## config.mk

```make
export PLATFORM = sky130hd
export DESIGN_NAME = tsg_chase_sched
export DESIGN_NICKNAME = d
export VERILOG_FILES = /design/src/rtl/tsg_ctrl_pkg.sv /design/src/rtl/tp_idx_cnt.sv /design/src/rtl/tsg_chase_sched.sv
export SDC_FILE = /design/constraint.sdc
export NUM_CORES = 1
export LEC_CHECK = 0
export BUFFER_PORTS_ARGS = -buffer_cell sky130_fd_sc_hd__buf_2
export CAP_MARGIN = 20
export CORE_AREA = 2 2 39 41
export CTS_CLUSTER_DIAMETER = 200
export DETAILED_ROUTE_END_ITERATION = 16
export DIE_AREA = 0 0 41 43
export SYNTH_ARGS = -nofsm -noshare
export SYNTH_HDL_FRONTEND = slang
export SYNTH_SLANG_ARGS = --single-unit
```

## constraint.sdc

```tcl
create_clock -name clk -period 1.9 [get_ports clk]
set_clock_uncertainty 0.2 [all_clocks]
set_input_delay 0.19 -clock clk [delete_from_list [all_inputs] [get_ports clk]]
set_output_delay 0.19 -clock clk [all_outputs]
set_load 0.02 [all_outputs]
```

## src/rtl/tsg_ctrl_pkg.sv

```systemverilog
// Shared definitions for the Chase test-syndrome-generator sequencer.
package tsg_ctrl_pkg;

  localparam int TP_NUM_MAX = 8;

  typedef enum logic [2:0] {
    S_RST     = 3'd0,
    S_IDLE    = 3'd1,
    S_INIT    = 3'd2,
    S_PRESENT = 3'd3,
    S_FLUSH   = 3'd4
  } state_e;

endpackage

```

## src/rtl/tp_idx_cnt.sv

```systemverilog
// Test-pattern index counter: clearable up-counter with a terminal flag.
module tp_idx_cnt #(
  parameter int TP_NUM = 4,
  parameter int IDX_W  = 3
) (
  input  logic             clk,
  input  logic             in_ArstN,
  input  logic             in_clr,
  input  logic             in_inc,
  output logic [IDX_W-1:0] out_idx,
  output logic             out_last
);

  localparam logic [IDX_W-1:0] LAST_IDX = IDX_W'(TP_NUM - 1);

  logic [IDX_W-1:0] idx_d, idx_q;

  // NOTE: every always_comb output gets a default first so no latch is inferred.
  always_comb begin
    idx_d = idx_q;
    if (in_clr) begin
      idx_d = '0;
    end else if (in_inc && !out_last) begin
      idx_d = idx_q + IDX_W'(1);
    end
  end

  // NOTE: sequential state uses non-blocking assignments only.
  always_ff @(posedge clk or negedge in_ArstN) begin
    if (!in_ArstN) begin
      idx_q <= '0;
    end else begin
      idx_q <= idx_d;
    end
  end

  assign out_idx  = idx_q;
  assign out_last = (idx_q == LAST_IDX);

endmodule

```

## src/rtl/tsg_chase_sched.sv

```systemverilog
// Sequencer that loads the test syndrome generator and walks it through
// TP_NUM patterns, presenting each one downstream with valid/ready.
module tsg_chase_sched
  import tsg_ctrl_pkg::*;
#(
  parameter int GF_LEN = 10,
  parameter int TP_NUM = 4,
  parameter int IDX_W  = 3
) (
  input  logic             clk,
  input  logic             in_ctr_ArstN,
  input  logic             in_ctr_en,
  input  logic             in_ctr_start,
  input  logic             in_ctr_abort,
  input  logic             in_ready,
  output logic             out_ctr_Srst,
  output logic             out_ctr_en,
  output logic             out_ctr_calInit,
  output logic             out_ctr_enCal,
  output logic             out_valid,
  output logic [IDX_W-1:0] out_tp_idx,
  output logic             out_last,
  output logic             out_busy,
  output logic             out_done
);

  if (GF_LEN < 1 || TP_NUM < 2 || TP_NUM > TP_NUM_MAX || (1 << IDX_W) < TP_NUM) begin : g_bad_param
    $error("tsg_chase_sched: illegal GF_LEN/TP_NUM/IDX_W combination");
  end

  state_e state_d, state_q;
  logic   done_d, done_q;
  logic   cnt_clr, cnt_inc, cnt_last;
  logic   last_xfer;

  tp_idx_cnt #(
    .TP_NUM (TP_NUM),
    .IDX_W  (IDX_W)
  ) u_idx (
    .clk      (clk),
    .in_ArstN (in_ctr_ArstN),
    .in_clr   (cnt_clr),
    .in_inc   (cnt_inc),
    .out_idx  (out_tp_idx),
    .out_last (cnt_last)
  );

  always_comb begin
    state_d         = state_q;
    done_d          = done_q;
    cnt_clr         = 1'b0;
    cnt_inc         = 1'b0;
    last_xfer       = 1'b0;
    out_ctr_calInit = 1'b0;
    out_ctr_enCal   = 1'b0;
    out_valid       = 1'b0;
    case (state_q)
      S_RST:   state_d = S_IDLE;
      S_IDLE: begin
        if (in_ctr_en && in_ctr_start && !in_ctr_abort) begin
          state_d = S_INIT;
          cnt_clr = 1'b1;
        end
      end
      S_INIT: begin
        if (in_ctr_abort) begin
          state_d = S_FLUSH;
        end else if (in_ctr_en) begin
          out_ctr_calInit = 1'b1;
          state_d         = S_PRESENT;
        end
      end
      S_PRESENT: begin
        out_valid = in_ctr_en;
        // Abort wins over a same-cycle transfer: no step, no done.
        if (in_ctr_abort) begin
          state_d = S_FLUSH;
        end else if (in_ctr_en && in_ready) begin
          if (cnt_last) begin
            state_d   = S_IDLE;
            last_xfer = 1'b1;
          end else begin
            out_ctr_enCal = 1'b1;
            cnt_inc       = 1'b1;
          end
        end
      end
      S_FLUSH: state_d = S_IDLE;
      default: state_d = S_RST;
    endcase
    // The done register freezes while disabled, stretching the pulse.
    if (in_ctr_en) begin
      done_d = last_xfer;
    end
  end

  // NOTE: only control state is reset here; the async reset puts the FSM in S_RST.
  always_ff @(posedge clk or negedge in_ctr_ArstN) begin
    if (!in_ctr_ArstN) begin
      state_q <= S_RST;
      done_q  <= 1'b0;
    end else begin
      state_q <= state_d;
      done_q  <= done_d;
    end
  end

  assign out_ctr_Srst = (state_q == S_RST) || (state_q == S_FLUSH);
  assign out_ctr_en   = in_ctr_en | out_ctr_Srst;
  assign out_last     = cnt_last && (state_q == S_PRESENT);
  assign out_busy     = (state_q == S_INIT) || (state_q == S_PRESENT) || (state_q == S_FLUSH);
  assign out_done     = done_q;

endmodule

```

# Word-level counts from Yosys, hierarchy flattened
# Index checks and enable logic that the tools add are counted.
[totals]
input_bits = 6
wordCells = 51
register_bits = 7
ramBits = 0
rom_bits = 0
out_inout_bits = 11
n_memories = 0
latch_bits = 0
[classes]
bitwise = 1
n_reduce_logical = 14
shift = 0
multipliers = 0
order_cmp = 0
n_div = 0
eq_ne = 9
mux = 23
add_sub_neg = 1
[op_table]
columns = ["op", "count"]
rows = [
  ["$mux 3", 8],
  ["$mux 1", 14],
  ["$pmux 3 s4", 1],
  ["$eq 3x2->1 const B", 3],
  ["$ne 3x3->1 const B", 3],
  ["$logic_and 1x1->1", 5],
  ["$reduce_and 4->1", 1],
  ["$add 3x1->3 const B", 1],
  ["$eq 3x1->1 const B", 1],
  ["$eq 3x3->1 const B", 1],
  ["$logic_not 3->1", 1],
  ["$logic_or 1x1->1", 3],
  ["$logic_not 1->1", 2],
  ["$ne 2x2->1 const B", 1],
  ["$reduce_bool 2->1", 1],
  ["$reduce_or 2->1", 1],
  ["$or 1x1->1", 1],
]

# Depth between registers and ports, before layout
# Gate-level depths: netlist of the first run.
[logic_depth]
ltp_word = 8
mapped_depth = 5
depth_no_buf = 5

# Cells and area by module
# Synthesis of the first run repeated with hierarchy kept, for this count alone.
[hier_totals]
cells_unflattened = 43
hier_area_um2 = 449.2
[by_module_without_submodules]
columns = ["mod", "area_per_inst_um2", "cells_per_inst", "seq_area_each_um2", "instances"]
rows = [
  ["tsg_chase_sched", 271.5, 28, 100.1, 1],
  ["tp_idx_cnt", 177.7, 15, 75.1, 1],
]

# Least setup slack after synthesis of the first run
# Ideal clock, no wire load.
[synth_path]
path_type = "reg-to-reg"
from = "register u_idx.idx_q[0] (netlist: u_idx.out_idx[0])"
to = "register u_idx.idx_q[2] (netlist: u_idx.out_idx[2])"
path_slack_ns = -0.151
stages_incl_launch_ff = 6
path_buffers = 0
synth_period_minus_slack_ns = 2.051
setup_ns = 0.143
required_time_ns = 1.557
t_arrival_ns = 1.708
cell_sequence = "dfrtp_1 ha_1 ha_1 or3b_4 nor2_1 a211oi_1"
[synth_via]
elab_chain_len = 7
word_cells_on_any_way = 11
cone_classes = "add/sub: 1; eq/ne: 1; mux: 6; reduce/logical: 3"
[synth_rtl]
columns = ["item", "line_no", "rtl"]
rows = [
  ["start, declared", "tp_idx_cnt.sv:16", "logic [IDX_W-1:0] idx_d, idx_q;"],
  ["start signal, assigned", "tp_idx_cnt.sv:33", "idx_q <= idx_d;"],
  ["$eq 3x2->1", "tp_idx_cnt.sv:38", "assign out_last = (idx_q == LAST_IDX);"],
  ["$mux 1 (4 in series)", "n/a", ""],
  ["named net out_ctr_enCal", "tsg_chase_sched.sv:19", "output logic out_ctr_enCal,"],
  ["$logic_and 1x1->1", "tp_idx_cnt.sv:23", "end else if (in_inc && !out_last) begin"],
  ["$reduce_bool 2->1 (no line)", "n/a", ""],
]
# The timed path passes the listed nets, and every way through them passes these cells. The select of a mux whose other input is x is not followed.
# A chain may end at the register's enable or synchronous reset.

# Final worst setup path of the first run
[layout_path]
from = "register u_idx.idx_q[1] (netlist: u_idx.out_idx[1])"
to = "output out_ctr_enCal"
[layout_via]
elab_chain_len = 5
[layout_rtl]
columns = ["item", "line_no", "rtl"]
rows = [
  ["$eq 3x2->1", "tp_idx_cnt.sv:38", ""],
  ["$mux 1", "tsg_chase_sched.sv:79", "if (cnt_last) begin"],
  ["$mux 1", "tsg_chase_sched.sv:78", "end else if (in_ctr_en && in_ready) begin"],
  ["$mux 1", "tsg_chase_sched.sv:76", "if (in_ctr_abort) begin"],
  ["$mux 1", "tsg_chase_sched.sv:57", "case (state_q)"],
  ["end, declared", "tsg_chase_sched.sv:19", ""],
]
# Every way passes these cells.

==> impl_metrics.ini, run 1 <==
[logic_synthesis]
ys_types = 28
synthFlopType = dfrtp_1
async_flop_share = 1.00
synth_commonest_cells = dfrtp_1 (7), a21oi_1 (4), inv_1 (3), nor2_1 (3), o21ai_0 (3)
syn_area_um2 = 437
synthTopCellsByArea = dfrtp_1 (40%), ha_1 (5.7%), a21oi_1 (4.6%)
synth_warnings = 0
yosysMostFrequentCell = dfrtp_1
synth_top_area_frac = 0.401
synth_nets = 53
synth_area_leader_cell = dfrtp_1
synth-seq-cells = 7
syn_avg_cell_area_um2 = 9.70
syn_inst = 45
ys_seq_area_frac = 0.401
synth_edf_count = 0

[route]
via_per_inst = 5.33
wirelength_um = 1000
dr.pass1.iters = 3
postRouteAntennaNets = 0
drt-initial-drc-count = 6
wl_per_cell_um = 12.2
vias = 437
drc_errors = 0

[hold_path]
hp-start = in_ctr_abort
hp-class = primary input to flip-flop

[place]
place_hpwl_um = 751
pre_cts_slack_ns = 0.00410
portBuffers = 16
gp_congestion = 0.668
dp_cells = 76

[worst_setup_path]
crit_arrival_ns = 1.62
worst-setup-path-type = flip-flop to output port
critPathLaunchType = flip-flop
crit_start = u_idx.out_idx[1]$_DFFE_PN0P_
critPathMaxFanout = 4
rrSetupSlack_ns = 0.04
required_ns = 1.51
end_kind = output port
r2r_start = u_idx.out_idx[1]$_DFFE_PN0P_

[floorplanning]
dieWidth_um = 41
die_area_mm2 = 0.00176
die_h_um = 43
initial_core_util = 0.316
pin_count = 17
rows = 14
core_mm2 = 0.00138

[timing]
hold_slack_ns = 0.0260
finalHoldViolCount = 0
timing.final.ws_setup_ns = -0.111
timing.setup.tns_ns = -0.111
setup_viol = 1
max_freq_mhz = 497
drv_slew = 0
period_needed_ns = 2.01
slew-limit-headroom = 0.735
finalCritPeriodShare = 1.06
worstMarginPinSlew_ns = 0.394
rsz0062_at_grt = true

[grt]
grt_first_pass_wirelength_um = 1600
grt_start_max_net_pins = 11
grt_pass1_vias = 378
antenna_found_initial = 0
grtUsageTotal = 0.138
grt_overflow_total = 0

[cts]
cts_made_buffers = 3
cts_tree = done
clockBufferDepth = 2
clk_latency_ns = 0.25
cts.sinks = 7
clockRootBuffer = clkbuf_4
cts-htree-levels = 1
path_clk_slew_ns = 0.05

[power]
cellInternalPower_uw = 296
leakagePower_nw = 0.319
power_frac_comb = 0.267
peakVddDrop_mv = 0.334
swShare = 0.319
switching_power_uw = 138
seqPwrFrac = 0.428
powerDensity_mw_per_mm2 = 695
clockPowerShare = 0.304

[finish]
n_antenna_cell = 0
nNetsFinal = 75
area_growth_pct = 43.0
drive_above_1_share = 0.485
final_cells = 82

[run]
drv_cap = 0

[status]
status = finished with violations
violations = negative setup slack
-- repair_timing --
item                                    CTS  global route
buffers inserted                          1             0
hold buffers                              1             0
pin swaps                                 1             0
hold endpoints to repair                  7             0
cloned                                    0             0
resized for setup                         5             1
endpoints found under the setup margin    2             2
-- cell type report --
| type | count | area [um^2] |
|---|---|---|
| fill | 138 | 759 |
| multi-input combinational | 33 | 278 |
| sequential | 7 | 178 |
| inverter | 3 | 11.3 |
| clock buffer | 4 | 26.3 |
| timing repair buffer | 19 | 111 |
| tap | 16 | 20.0 |
-- power groups by stage --
| stage | logic (mW) | registers (mW) | clock network [mW] |
|---|---|---|---|
| after floorplan | 0.0607 | 0.189 | 0 |
| after global placement | 0.0992 | 0.186 | 0 |
| after detailed placement | 0.101 | 0.187 | 0 |
| after CTS | 0.116 | 0.185 | 0.141 |
| after global routing | 0.130 | 0.187 | 0.151 |
| final | 0.116 | 0.186 | 0.132 |
-- path summary, 6_finish.rpt --
kind                                                end  cells past startpoint
max                                       out_ctr_enCal                      5
min                              state_q[1]$_DFFE_PN0P_                      2
max reg2reg                u_idx.out_idx[0]$_DFFE_PN0P_                      5
min reg2reg                        out_done$_DFFE_PN0P_                      2
max in group asynchronous  u_idx.out_idx[1]$_DFFE_PN0P_                      2
min in group asynchronous        state_q[2]$_DFFE_PN0P_                      2
-- cell families (layout without fill, tap and decap cells) --
group	count (synthesis)	in the layout	share of synthesized area
AO/OA/AOI/OAI	13	13	0.189
buffers and inverters	5	26	0.0458
flip-flops	7	7	0.401
adder cells (fa/ha/maj)	2	2	0.0573
AND/OR/NAND/NOR	18	18	0.307
-- critical path: stages (launching register included) --
cell and delay, ns:
dfrtp_2 0.42, ha_4 0.17, ha_4 0.15, or3b_4 0.39, nor2_4 0.11, buf_6 0.13
-- layout by cell type (no fill, tap or decap), types with 2 or more instances in the layout --
cell type	count
a21oi_1	3
ha_4	2
dfrtp_1	5
nor2b_1	2
o21ai_0	3
nor2_1	2
buf_2	15
clkbuf_4	3
dfrtp_2	2
buf_4	2
inv_1	3
-- per-stage QoR --
stage	total power [mW]	utilization	instance area [um^2]
3_5_place_dp	0.287	0.394	546
2_1_floorplan	0.249	-	447
4_1_cts	0.442	0.448	621
5_1_grt	0.468	0.451	624
3_3_place_gp	0.285	0.394	546
6_report	0.434	0.451	624
-- layer usage --
metal / share of wire / global-route usage / vias to the layer above / routed length (um)
met5: 0 / 0 / - / 0
met3: 0.070 / 0.0471 / 0 / 70
met1: 0.48 / 0.180 / 208 / 477
li1: - / - / 213 / -
met4: 0 / 0.0800 / 0 / 0
met2: 0.45 / 0.191 / 16 / 453
-- state kept, by name, summed over array words and instances (netlist names) --
| name | flops |
|---|---|
| out_done | 1 |
| u_idx.out_idx | 3 |
| state_q | 3 |
Note: power is estimated with default switching activity, not from simulation.
==> run 2, diff against run 1 <==
--- a/config.mk
+++ b/config.mk
@@ -11,6 +11,7 @@
 export CTS_CLUSTER_DIAMETER = 200
 export DETAILED_ROUTE_END_ITERATION = 16
 export DIE_AREA = 0 0 41 43
+export RECOVER_POWER = 25
 export SYNTH_ARGS = -nofsm -noshare
 export SYNTH_HDL_FRONTEND = slang
 export SYNTH_SLANG_ARGS = --single-unit
==> run 2 against run 1 <==
  * The flow still finishes with violations (negative setup slack)
  * Core utilization fell by 0.090 points
  * Critical path depth stayed put
  * Wire length decreased by 0.20%
  * Clock power about the same
  * Sequential power barely moved
  * Via count unchanged
  * Fmax hardly changed
  * Worst hold slack is the same
  * Clock-buffer cell count did not move
  * Setup slack about the same
  * Cell count unchanged
==> impl_metrics.ini, run 2 (synthesis gave the netlist of run 1 again) <==
[cts]
clk_latency_ns = 0.25
path_clk_slew_ns = 0.05
clockBufferDepth = 2
cts_made_buffers = 3
clockRootBuffer = clkbuf_4
cts.sinks = 7
cts-htree-levels = 1
cts_tree = done

[floorplanning]
initial_core_util = 0.316
pin_count = 17
dieWidth_um = 41
core_mm2 = 0.00138
die_h_um = 43
rows = 14
die_area_mm2 = 0.00176

[power]
fin_total_pwr_uw = 433
powerDensity_mw_per_mm2 = 696
leakagePower_nw = 0.316
peakVddDrop_mv = 0.333

[place]
place_hpwl_um = 751
portBuffers = 16
gp_congestion = 0.668

[worst_setup_path]
rrSetupSlack_ns = 0.04
end_kind = output port
worst-setup-path-type = flip-flop to output port
critPathLaunchType = flip-flop
critPathMaxFanout = 4
crit_arrival_ns = 1.62
required_ns = 1.51
r2r_start = u_idx.out_idx[1]$_DFFE_PN0P_
rr_worst_depth = 5
reg2reg_to = u_idx.out_idx[0]$_DFFE_PN0P_

[timing]
finalHoldViolCount = 0
max_freq_mhz = 497
drv_slew = 0
finalCritPeriodShare = 1.06
rsz0062_at_grt = true
setup_viol = 1
slew-limit-headroom = 0.735
worstMarginPinSlew_ns = 0.394
period_needed_ns = 2.01
hold_slack_ns = 0.0260
timing.final.ws_setup_ns = -0.111

[finish]
seq_area_um2 = 178
area_growth_pct = 42.7
final_cell_mix = buf_2 (14), dfrtp_1 (5)
layout_commonest_cell = buf_2
multi_input_area_um2 = 278
nNetsFinal = 75
drive_above_1_share = 0.470
n_antenna_cell = 0
n_fill_cell = 139

[grt]
grt_overflow_total = 0
antenna_found_initial = 0
grtUsageTotal = 0.138
grt_start_max_net_pins = 11
grt_first_pass_wirelength_um = 1600
grt_pass1_vias = 378

[hold_path]
hp-start = in_ctr_abort
min_to = state_q[1]$_DFFE_PN0P_
hp-class = primary input to flip-flop
holdPathStages = 2

[route]
vias = 437
dr.pass1.iters = 3
via_per_inst = 5.33
drt-initial-drc-count = 6
drc_errors = 0
postRouteAntennaNets = 0
wirelength_um = 1000
wl_per_cell_um = 12.2

[status]
violations = negative setup slack
status = finished with violations

[run]
drv_cap = 0
run 2: changes by cell type in the layout (fill, tap and decap cells not counted):
| cell | delta |
|---|---|
| buf_2 | -1 |
| clkbuf_1 | +1 |
run 2: worst max-delay path by stage:
stage,to,slack [ns],start
after floorplan,u_idx.out_idx[0]$_DFFE_PN0P_,0.004,u_idx.out_idx[0]$_DFFE_PN0P_
after global placement,u_idx.out_idx[0]$_DFFE_PN0P_,0.05,u_idx.out_idx[0]$_DFFE_PN0P_
after detailed placement,u_idx.out_idx[0]$_DFFE_PN0P_,0.004,u_idx.out_idx[0]$_DFFE_PN0P_
after CTS,out_ctr_enCal,-0.13,u_idx.out_idx[0]$_DFFE_PN0P_
after global routing,out_ctr_enCal,-0.17,u_idx.out_idx[1]$_DFFE_PN0P_
final,out_ctr_enCal,-0.11,u_idx.out_idx[1]$_DFFE_PN0P_
run 2: worst max-delay path, cell delays in order (launching register included):
cell     delay, ns
dfrtp_2       0.42
ha_4          0.17
ha_4          0.15
or3b_4        0.39
nor2_4        0.11
buf_6         0.13
run 2: final cells by class:
type / count / share of cell area
clock buffers: 4 / 0.0422
inverters: 3 / 0.0181
multi-input cells: 33 / 0.446
flip-flops and latches: 7 / 0.285
well taps: 16 / 0.0321
repair buffers: 19 / 0.177
run 2: routing by layer:
layer  track usage  part of all wire  vias up  wire length (um)
met5             0                 0        -                 0
met4        0.0800                 0        0                 0
met3        0.0471             0.070        0                70
met2         0.191              0.45       16               454
met1         0.180              0.48      208               475
li1              -                 -      213                 -
run 2: through the flow:
| stage | instance area [um^2] | setup TNS, ns | setup WS [ns] | utilization | instances |
|---|---|---|---|---|---|
| final | 623 | -0.111 | -0.111 | 0.450 | 82 |
| after global routing | 623 | -0.181 | -0.174 | 0.450 | 82 |
| after CTS | 621 | -0.125 | -0.125 | 0.448 | 82 |
| after detailed placement | 546 | 0 | 0.00410 | 0.394 | 76 |
| after global placement | 546 | 0 | 0.0511 | 0.394 | 76 |
| after floorplan | 447 | 0 | 0.00431 | - | 45 |
run 2: timing repair:
action                     4_1_cts  5_1_grt
pin swaps                        1        0
hold buffers                     1        0
setup endpoints to repair        2        2
gates cloned                     0        0
buffers inserted                 1        0
gates resized for setup          5        1
hold endpoints to repair         7        0
run 2: power by group:
group / internal [mW] / switching [mW] / total [mW]
clock network: 0.0800 / 0.0521 / 0.132
registers: 0.164 / 0.0212 / 0.186
logic: 0.0509 / 0.0649 / 0.116
total: 0.295 / 0.138 / 0.433
==> run 3, diff against run 2 <==
--- a/config.mk
+++ b/config.mk
@@ -5,10 +5,12 @@
 export SDC_FILE = /design/constraint.sdc
 export NUM_CORES = 1
 export LEC_CHECK = 0
+export ABC_AREA = 1
 export BUFFER_PORTS_ARGS = -buffer_cell sky130_fd_sc_hd__buf_2
 export CAP_MARGIN = 20
 export CORE_AREA = 2 2 39 41
 export CTS_CLUSTER_DIAMETER = 200
+export CTS_CLUSTER_SIZE = 20
 export DETAILED_ROUTE_END_ITERATION = 16
 export DIE_AREA = 0 0 41 43
 export RECOVER_POWER = 25
==> run 3 against run 2 <==
  * The run now ends clean
  * Die area did not move
  * Non-clock buffer count rose by 1
  * Combinational power rose to 3.6 times the previous value
  * Clock-buffer cell count did not move
  * Final area rose by 2.6%
  * Worst hold slack improved by 0.0083 ns
  * Synthesized cell count rose by 53%
  * Power rose by 78%
  * Core utilization rose by 1.2 points
==> impl_metrics.ini, run 3 <==
[place]
place_hpwl_um = 825
portBuffers = 16
gp_congestion = 0.738
place_area_um2 = 569

[worst_setup_path]
worst-setup-path-type = flip-flop to output port
end_kind = output port
path_buf_inv = 2
critPathMaxFanout = 4
crit_arrival_ns = 1.46
critPathLaunchType = flip-flop
max_stage_delay_ns = 0.38
required_ns = 1.51
crit_family = adder cells
path_cells = ha_1 -> ha_2 -> nor2_4 -> nand3_2 -> clkinv_2 -> buf_4
slowest_stage = dfrtp_1

[logic_synthesis]
synth_edf_count = 0
synthTopCellsByArea = dfrtp_1 (37%), nand2_1 (14%), nand3_1 (12%)
synth_nets = 77
ys_seq_area_frac = 0.373
syn_inst = 69
async_flop_share = 1.00
syn_avg_cell_area_um2 = 6.80
syn_area_um2 = 469
yosysMostFrequentCell = nand2_1
synth_top_area_frac = 0.373
synth-seq-cells = 7
synth_warnings = 0
synth_commonest_cells = nand2_1 (18), inv_1 (13), nand3_1 (11), dfrtp_1 (7), nor2_1 (7)
synthFlopType = dfrtp_1
ys_types = 15
synth_area_leader_cell = dfrtp_1

[finish]
final_cell_mix = nand2_1 (18), buf_2 (14), inv_1 (13)
n_antenna_cell = 0
area_growth_pct = 36.3
layout_commonest_cell = nand2_1
n_fill_cell = 150
drive_above_1_share = 0.333
final_cell_area_um2 = 639
nNetsFinal = 102

[grt]
grt_pass1_vias = 443
grt_start_max_net_pins = 8
grtUsageTotal = 0.140
grt_first_pass_wirelength_um = 1720
antenna_found_initial = 0
grt_overflow_total = 0

[floorplanning]
rows = 14
dieWidth_um = 41
die_h_um = 43
pin_count = 17
die_area_mm2 = 0.00176
initial_core_util = 0.339
core_mm2 = 0.00138

[run]
drv_cap = 0

[power]
powerDensity_mw_per_mm2 = 1210
peakVddDrop_mv = 0.536
switching_power_uw = 358
fin_total_pwr_uw = 774
seqPwrFrac = 0.290
leakagePower_nw = 0.390
cellInternalPower_uw = 415
swShare = 0.463
power_frac_comb = 0.533
clockPowerShare = 0.177

[cts]
cts_tree = done
cts-htree-levels = 1
clk_latency_ns = 0.25
clockRootBuffer = clkbuf_4
cts_made_buffers = 3
clockBufferDepth = 2
path_clk_slew_ns = 0.06
cts.sinks = 7

[route]
top_layer = met4
wl_per_cell_um = 9.95
wirelength_um = 1090
dr.pass1.iters = 4
met3_length_um = 62
met2WireLength_um = 483
via_per_inst = 4.61
postRouteAntennaNets = 0
wl_met1_um = 532
drc_errors = 0
drt-initial-drc-count = 7
vias = 502

[timing]
finalCritPeriodShare = 0.971
max_freq_mhz = 542
period_needed_ns = 1.85
worstMarginPinSlew_ns = 0.405
finalHoldViolCount = 0
hold_slack_ns = 0.0343
setup_viol = 0
slew-limit-headroom = 0.730
drv_slew = 0

[hold_path]
hp-class = primary input to flip-flop

[status]
status = finished clean
## run 3: cell count changes after synthesis, moves of 4 or more
| cell | delta |
|---|---|
| nor2_1 | +4 |
| a21oi_1 | -4 |
| nand3_1 | +10 |
| inv_1 | +10 |
| nand2_1 | +18 |
## run 3: repair_timing
| action | CTS | global route |
|---|---|---|
| endpoints found under the setup margin | 1 | 1 |
| gates resized for setup | 2 | 2 |
| hold endpoints to repair | 7 | 0 |
| hold buffers | 1 | 0 |
| pin swaps | 1 | 1 |
| setup buffers | 2 | 1 |
## run 3: tightest hold or removal path: stages
cell    delay (ns)
buf_2         0.13
inv_2         0.08
nor2_1        0.05
## run 3: area by class of cell
cell class,count,area (um^2),share of cell area
clock buffers,4,26.3,0.0411
inverters,16,61.3,0.0959
multi-input cells,46,243,0.380
flip-flops and latches,7,175,0.274
well taps,16,20.0,0.0313
repair buffers,20,114,0.178
## run 3: power by group through the flow
stage / combinational (mW) / sequential [mW] / clock (mW)
2_1_floorplan: 0.270 / 0.240 / 0
3_3_place_gp: 0.384 / 0.229 / 0
3_5_place_dp: 0.382 / 0.232 / 0
4_1_cts: 0.406 / 0.225 / 0.139
5_1_grt: 0.469 / 0.229 / 0.150
6_report: 0.412 / 0.224 / 0.137
## run 3: metrics by stage
stage          cells  worst slack [ns]  utilization  TNS (ns)
2_1_floorplan     69             0.272            -         0
3_3_place_gp     101             0.237        0.411         0
3_5_place_dp     101             0.163        0.411         0
4_1_cts          108            0.0311        0.452         0
5_1_grt          109           -0.0124        0.462   -0.0124
6_report         109            0.0547        0.462         0
## run 3: path summary, 6_finish.rpt
kind                                         startpoint                      endpoint  slack, ns  depth (start not counted)
min in group asynchronous                  in_ctr_ArstN  u_idx.out_idx[0]$_DFFE_PN0P_       0.17                          2
max in group asynchronous                  in_ctr_ArstN        state_q[2]$_DFFE_PN0P_       1.04                          2
min                                        in_ctr_abort        state_q[2]$_DFFE_PN0P_       0.03                          3
min reg2reg                        out_done$_DFFE_PN0P_          out_done$_DFFE_PN0P_       0.28                          2
max                        u_idx.out_idx[0]$_DFFE_PN0P_                 out_ctr_enCal       0.05                          6
max reg2reg                u_idx.out_idx[0]$_DFFE_PN0P_  u_idx.out_idx[0]$_DFFE_PN0P_       0.19                          8
## run 3: logic make-up (layout without fill, tap and decap cells)
family	Yosys count	count (layout)	synth area share
AO/OA/AOI/OAI	2	2	0.0213
adder cells (fa/ha/maj)	2	2	0.0533
buffers and inverters	16	40	0.131
flip-flops	7	7	0.373
AND/OR/NAND/NOR	42	42	0.421
## run 3: metal layers
metal,GRT usage,vias up
li1,-,257
met2,0.206,18
met1,0.188,225
met5,0,-
met4,0.0600,0
met3,0.0314,2
